$ cat config.mk
export PLATFORM = sky130hd
export DESIGN_NAME = dual_osc_meter_ctrl
export DESIGN_NICKNAME = d
export VERILOG_FILES = /design/src/rtl/dual_osc_pkg.sv /design/src/rtl/osc_edge_counter.sv /design/src/rtl/dual_osc_meter_ctrl.sv
export SDC_FILE = /design/constraint.sdc
export NUM_CORES = 1
export LEC_CHECK = 0
export ABC_AREA = 0
export CELL_PAD_IN_SITES_DETAIL_PLACEMENT = 1
export CELL_PAD_IN_SITES_GLOBAL_PLACEMENT = 2
export CORE_MARGIN = 3
export CORE_UTILIZATION = 42
export CTS_CLUSTER_DIAMETER = 80
export CTS_CLUSTER_SIZE = 10
export DETAILED_ROUTE_END_ITERATION = 10
export DONT_BUFFER_PORTS = 1
export GPL_TIMING_DRIVEN = 0
export PLACE_DENSITY = 0.92
export SLEW_MARGIN = 20
export SYNTH_ARGS = -nofsm -noshare
export SYNTH_HDL_FRONTEND = slang
export SYNTH_HIERARCHICAL = 1
export SYNTH_SLANG_ARGS = --single-unit
$ cat constraint.sdc
create_clock -name clk -period 6.41 [get_ports clk]
set_input_delay 0.641 -clock clk [delete_from_list [all_inputs] [get_ports clk]]
set_output_delay 0.641 -clock clk [all_outputs]
set_load 0.01 [all_outputs]
$ cat src/rtl/dual_osc_pkg.sv
// rtl/dual_osc_pkg.sv - shared types and constants for the dual oscillator meter
package dual_osc_pkg;

   typedef enum logic [1:0] {
      IDLE    = 2'd0,
      SETTLE  = 2'd1,
      MEASURE = 2'd2,
      DONE    = 2'd3
   } state_t;

   localparam logic CH_A = 1'b0;
   localparam logic CH_B = 1'b1;

   localparam int DEF_CNT_W  = 16;
   localparam int DEF_GATE_W = 16;

endpackage

$ cat src/rtl/osc_edge_counter.sv
// rtl/osc_edge_counter.sv - synchronizes an async oscillator and counts its rising edges
module osc_edge_counter
   import dual_osc_pkg::*;
#(
   parameter int CNT_W = DEF_CNT_W
) (
   input  logic             clk,
   input  logic             rst,
   input  logic             clear,
   input  logic             count_en,
   input  logic             async_in,
   output logic [CNT_W-1:0] count,
   output logic             ovf
);

   localparam logic [CNT_W-1:0] CNT_MAX = '1;

   logic sync_1;
   logic sync_2;
   logic prev;
   logic edge_seen;

   assign edge_seen = sync_2 & ~prev;

   // prev follows sync_2 every cycle, so a clear never sees a stale level as an edge
   always_ff @(posedge clk or posedge rst) begin
      if (rst) begin
         sync_1 <= 1'b0;
         sync_2 <= 1'b0;
         prev   <= 1'b0;
         count  <= '0;
         ovf    <= 1'b0;
      end else begin
         sync_1 <= async_in;
         sync_2 <= sync_1;
         prev   <= sync_2;
         if (clear) begin
            count <= '0;
            ovf   <= 1'b0;
         end else if (count_en && edge_seen) begin
            if (count == CNT_MAX) begin
               ovf <= 1'b1;
            end else begin
               count <= count + 1'b1;
            end
         end
      end
   end

endmodule

$ cat src/rtl/dual_osc_meter_ctrl.sv
// rtl/dual_osc_meter_ctrl.sv - sequences A/B oscillator settle, gated edge count and result handshake
module dual_osc_meter_ctrl
   import dual_osc_pkg::*;
#(
   parameter int CNT_W         = DEF_CNT_W,
   parameter int GATE_W        = DEF_GATE_W,
   parameter int SETTLE_CYCLES = 8
) (
   input  logic              clk,
   input  logic              rst,
   input  logic              start,
   input  logic              continuous,
   input  logic [GATE_W-1:0] gate_len,
   input  logic              osc_a,
   input  logic              osc_b,
   output logic              osc_en_a,
   output logic              osc_en_b,
   output logic              busy,
   output logic              res_valid,
   input  logic              res_ready,
   output logic              res_chan,
   output logic [CNT_W-1:0]  res_count,
   output logic              res_ovf
);

   localparam int SW = $clog2(SETTLE_CYCLES);
   localparam logic [SW-1:0] SETTLE_LAST = SW'(SETTLE_CYCLES - 1);

   state_t            state;
   logic              chan;
   logic [SW-1:0]     settle_cnt;
   logic [GATE_W-1:0] gate_left;
   logic              sel_osc;
   logic              settle_done;
   logic              gate_last;
   logic              count_en;

   assign sel_osc     = (chan == CH_B) ? osc_b : osc_a;
   assign settle_done = (state == SETTLE) && (settle_cnt == SETTLE_LAST);
   assign gate_last   = (gate_left == '0) || (gate_left == GATE_W'(1));
   // a zero gate still spends one MEASURE cycle, but must not count in it
   assign count_en    = (state == MEASURE) && (gate_left != '0);
   assign res_chan    = chan;

   osc_edge_counter #(
      .CNT_W(CNT_W)
   ) u_counter (
      .clk      (clk),
      .rst      (rst),
      .clear    (settle_done),
      .count_en (count_en),
      .async_in (sel_osc),
      .count    (res_count),
      .ovf      (res_ovf)
   );

   always_ff @(posedge clk or posedge rst) begin
      if (rst) begin
         state      <= IDLE;
         chan       <= CH_A;
         busy       <= 1'b0;
         osc_en_a   <= 1'b0;
         osc_en_b   <= 1'b0;
         res_valid  <= 1'b0;
         settle_cnt <= '0;
         gate_left  <= '0;
      end else begin
         case (state)
            IDLE: begin
               if (start) begin
                  state      <= SETTLE;
                  chan       <= CH_A;
                  busy       <= 1'b1;
                  osc_en_a   <= 1'b1;
                  osc_en_b   <= 1'b0;
                  settle_cnt <= '0;
               end
            end
            SETTLE: begin
               if (settle_done) begin
                  state     <= MEASURE;
                  gate_left <= gate_len;
               end else begin
                  settle_cnt <= settle_cnt + 1'b1;
               end
            end
            MEASURE: begin
               if (gate_last) begin
                  state     <= DONE;
                  osc_en_a  <= 1'b0;
                  osc_en_b  <= 1'b0;
                  res_valid <= 1'b1;
               end else begin
                  gate_left <= gate_left - 1'b1;
               end
            end
            DONE: begin
               if (res_ready) begin
                  res_valid  <= 1'b0;
                  settle_cnt <= '0;
                  if (chan == CH_A) begin
                     state    <= SETTLE;
                     chan     <= CH_B;
                     osc_en_b <= 1'b1;
                  end else if (continuous) begin
                     state    <= SETTLE;
                     chan     <= CH_A;
                     osc_en_a <= 1'b1;
                  end else begin
                     state <= IDLE;
                     busy  <= 1'b0;
                  end
               end
            end
            default: state <= IDLE;
         endcase
      end
   end

endmodule

==> summary.txt <==
Outcome
  – Outcome: complete, no violations

Final layout
  – Ant diodes: 0
  – Design Area, Final: 3130 um^2
  – FILL cells: 771
  – Share of cells above drive strength 1: 0.0742
  – Final Util: 0.480
  – Layout net count: 370
  – Area grow syn2layout: 7.29%

Logic synthesis
  – Syn. warnings: 6
  – Compound-Gate Fraction of Synth Area: 0.212
  – Mean Syn Cell Area: 8.87 um^2
  – Top-count cell post-synth: dfrtp_1
  – Area share of the largest cell type after synthesis: 0.394
  – Synth cell count leaders: 46 x dfrtp_1, 36 x nor2_1, 24 x a21oi_1, 22 x nand2_1, 20 x inv_1
  – Simple-Gate Fraction of Synth Area: 0.266
  – Largest family of logic cells by synthesized area: simple AND/OR/NAND/NOR gates
  – Top post-synthesis cells by area: dfrtp_1 39%, ha_1 4.7%, nor2_1 4.6%
  – Sequential-to-total area share from yosys stat: 0.394
  – Synth cell types: 65
  – Synth Area in XOR/XNOR: 0
  – Post-synthesis net count: 363
  – Post-synthesis mux area share: 0.0330
  – Synth Area in Adders: 0.0471
  – Mapped Area: 2920 um^2
  – Synth Flop Type: dfrtp_1
  – Post-synth EDFFs: 0
  – Cells after Synth: 329
  – Flops & latches, synth: 46
  – Area leader, netlist: dfrtp_1
  – FFs w/ async S/R, synth: 1.00

Die
  – Die Wd: 89.4 um
  – IO Pins: 45
  – Rows: 29
  – Floorplan core area: 6530 um^2
  – Die Ht: 89.4 um
  – Die ar.: 7990 um^2
  – Initial Util: 0.447

Power and ir drop
  – Leakage: 1.28 nW
  – VDD IR-drop max: 0.192 mV
  – Overall power: 0.00113 W
  – PwrDens: 360 nW/um^2

Global routing
  – Gr usage total: 0.219
  – GR Overflow Total: 0
  – Number of global-route vias before repair: 2738
  – Largest net degree at the start of global routing: 27
  – Initial antenna violation count: 0
  – Global-route wire length before repair: 13600 um

Placement
  – Number of port buffers: 0
  – Post-DP HPWL: 5980 um
  – Dpl cell area: 3020 um^2
  – GP Congestion: 0.808

Timing
  – Setup Viol. Count Final: 0
  – RSZ-0062 raised after global routing: false
  – Post-route minimum period: 3.85 ns
  – Setup_tns: 0 ns
  – Max Clock Skew: 0.00997 ns
  – Period utilisation layout: 0.601
  – Slew Limit Fails: 0
  – Slew @ Worst Pin: 0.801 ns
  – Final hold vios: 0
  – Rel. slew slack: 0.466
  – Hold slack: 0.278 ns
  – Max Clk Rate: 260 MHz

CTS
  – Root buf cell: clkbuf_8
  – Clock transition at path regs: 0.10 ns
  – Clk sinks: 46
  – Clk Latency, worst-skew pair: 0.31 ns
  – Bufs on Longest Clock Path: 2
  – Num CTS Buffers: 5
  – Hold-fix buffers at CTS: 0
  – CTS tree: built
  – Post-CTS Resized: 0
  – Htree depth: 2
  – Post-CTS Setup Bufs: 0

Setup path
  – Reg2reg end: u_counter/count[13]
  – Critical Path Sink Type: flip-flop
  – CP max FO: 10
  – Worst R2R Setup Slack: 2.56 ns
  – Critical path class: flip-flop to flip-flop
  – Critical Path Source Type: flip-flop
  – Arr. time, crit path: 4.06 ns
  – R2r worst-path depth: 11
  – Worst R2R Start: state[0]
  – Crit path required time: 6.61 ns

Routing
  – Residual DRC count: 0
  – Antenna-violating nets left: 0
  – Routed vias/inst: 6.37
  – Via Count: 2636
  – Initial DRC count: 109
  – Final wirelength: 8100 um
  – Initial DRT Pass Iterations: 4
  – WL/cell: 19.6 um

Min path
  – Hold WC Path Type: primary input to async pin

Run
  – Max cap viols: 0
[power breakdown]
| group | internal [W] | total [W] | switching (W) |
|---|---|---|---|
| combinational | 0.000184 | 0.000478 | 0.000293 |
| clock | 0.000117 | 0.000226 | 0.000109 |
| sequential | 0.000348 | 0.000425 | 0.0000768 |
[cell families (layout without fill, tap and decap cells)]
family                     count (synthesis)  count (layout)
adders and majority gates                 11              11
muxes                                      9               9
buffers and inverters                     35              43
AOI/OAI and AO/OA                         90              90
and+or+nand+nor                          138             138
DFF                                       46              46
[routing by layer]
layer  GRT usage  share of wire  up-vias
li1            -              -     1246
met1       0.295           0.47     1336
met2       0.360           0.47       47
met3      0.0452          0.046        7
met4      0.0582          0.012        0
met5           0              0        -
[per-stage QoR]
step | instances | setup WS [ns]
2_1_floorplan | 329 | 3.20
3_3_place_gp | 406 | 2.57
3_5_place_dp | 406 | 2.57
4_1_cts | 414 | 2.56
5_1_grt | 414 | 2.28
6_report | 414 | 2.56
[worst max-delay path: stages, from the launching register on]
cell	delay, ns
dfrtp_1	0.42
inv_1	0.16
ha_1	0.17
clkbuf_1	0.25
clkbuf_1	0.44
buf_1	0.47
o21a_1	0.29
nand3b_4	0.10
or4_1	0.51
buf_2	0.17
or4_1	0.43
mux2_1	0.32
[cells in the final DEF (no fill, tap or decap), types with 3 or more instances in the layout]
master     netlist  final
dfrtp_1         46     46
nor2_1          36     36
a21oi_1         24     24
nand2_1         22     22
inv_1           20     19
clkbuf_1        11     12
or3_1           12     12
o21ai_0         12     12
nor3_1          12     12
ha_1            11     11
or4_1            9      9
a31oi_1          8      8
nand4_1          7      7
nand3_1          7      7
nand2b_1         6      6
o32a_1           6      6
clkbuf_8         0      5
o31ai_1          5      5
mux2i_1          4      4
a211oi_1         4      4
o22a_1           3      3
a2bb2oi_1        3      3
mux2_2           3      3
nor3b_1          3      3
o22ai_1          3      3
[worst max path at each step]
stage | cells after the start | from | slack [ns] | to
finish | 11 | state[0] | 2.56 | u_counter/count[13]
global placement | 11 | state[0] | 2.57 | u_counter/count[13]
global route | 11 | state[0] | 2.28 | u_counter/count[13]
detailed placement | 11 | state[0] | 2.57 | u_counter/count[13]
floorplan | 11 | state[0] | 3.20 | u_counter/count[13]
CTS | 11 | state[0] | 2.56 | u_counter/count[13]
[registers in the layout, indices dropped and copies added (netlist names)]
| name | count |
|---|---|
| u_counter/ovf | 1 |
| u_counter/count | 16 |
| settle_cnt | 3 |
| busy | 1 |
| res_chan | 1 |
| state | 2 |
| osc_en_b | 1 |
| u_counter/sync_1 | 1 |
| osc_en_a | 1 |
| res_valid | 1 |
| gate_left | 16 |
| u_counter/sync_2 | 1 |
| u_counter/prev | 1 |
[cell type report]
type                            instances  area (um^2)  share of cell area
Sequential cell                        46         1150               0.368
Tap cell                               77         96.3              0.0308
Buffer                                 15         63.8              0.0204
Inverter                               20         75.1              0.0240
Clock buffer                            6         72.6              0.0232
Clock inverter                          2         37.5              0.0120
Multi-Input combinational cell        248         1640               0.522
(Power assumes the default switching activity.)
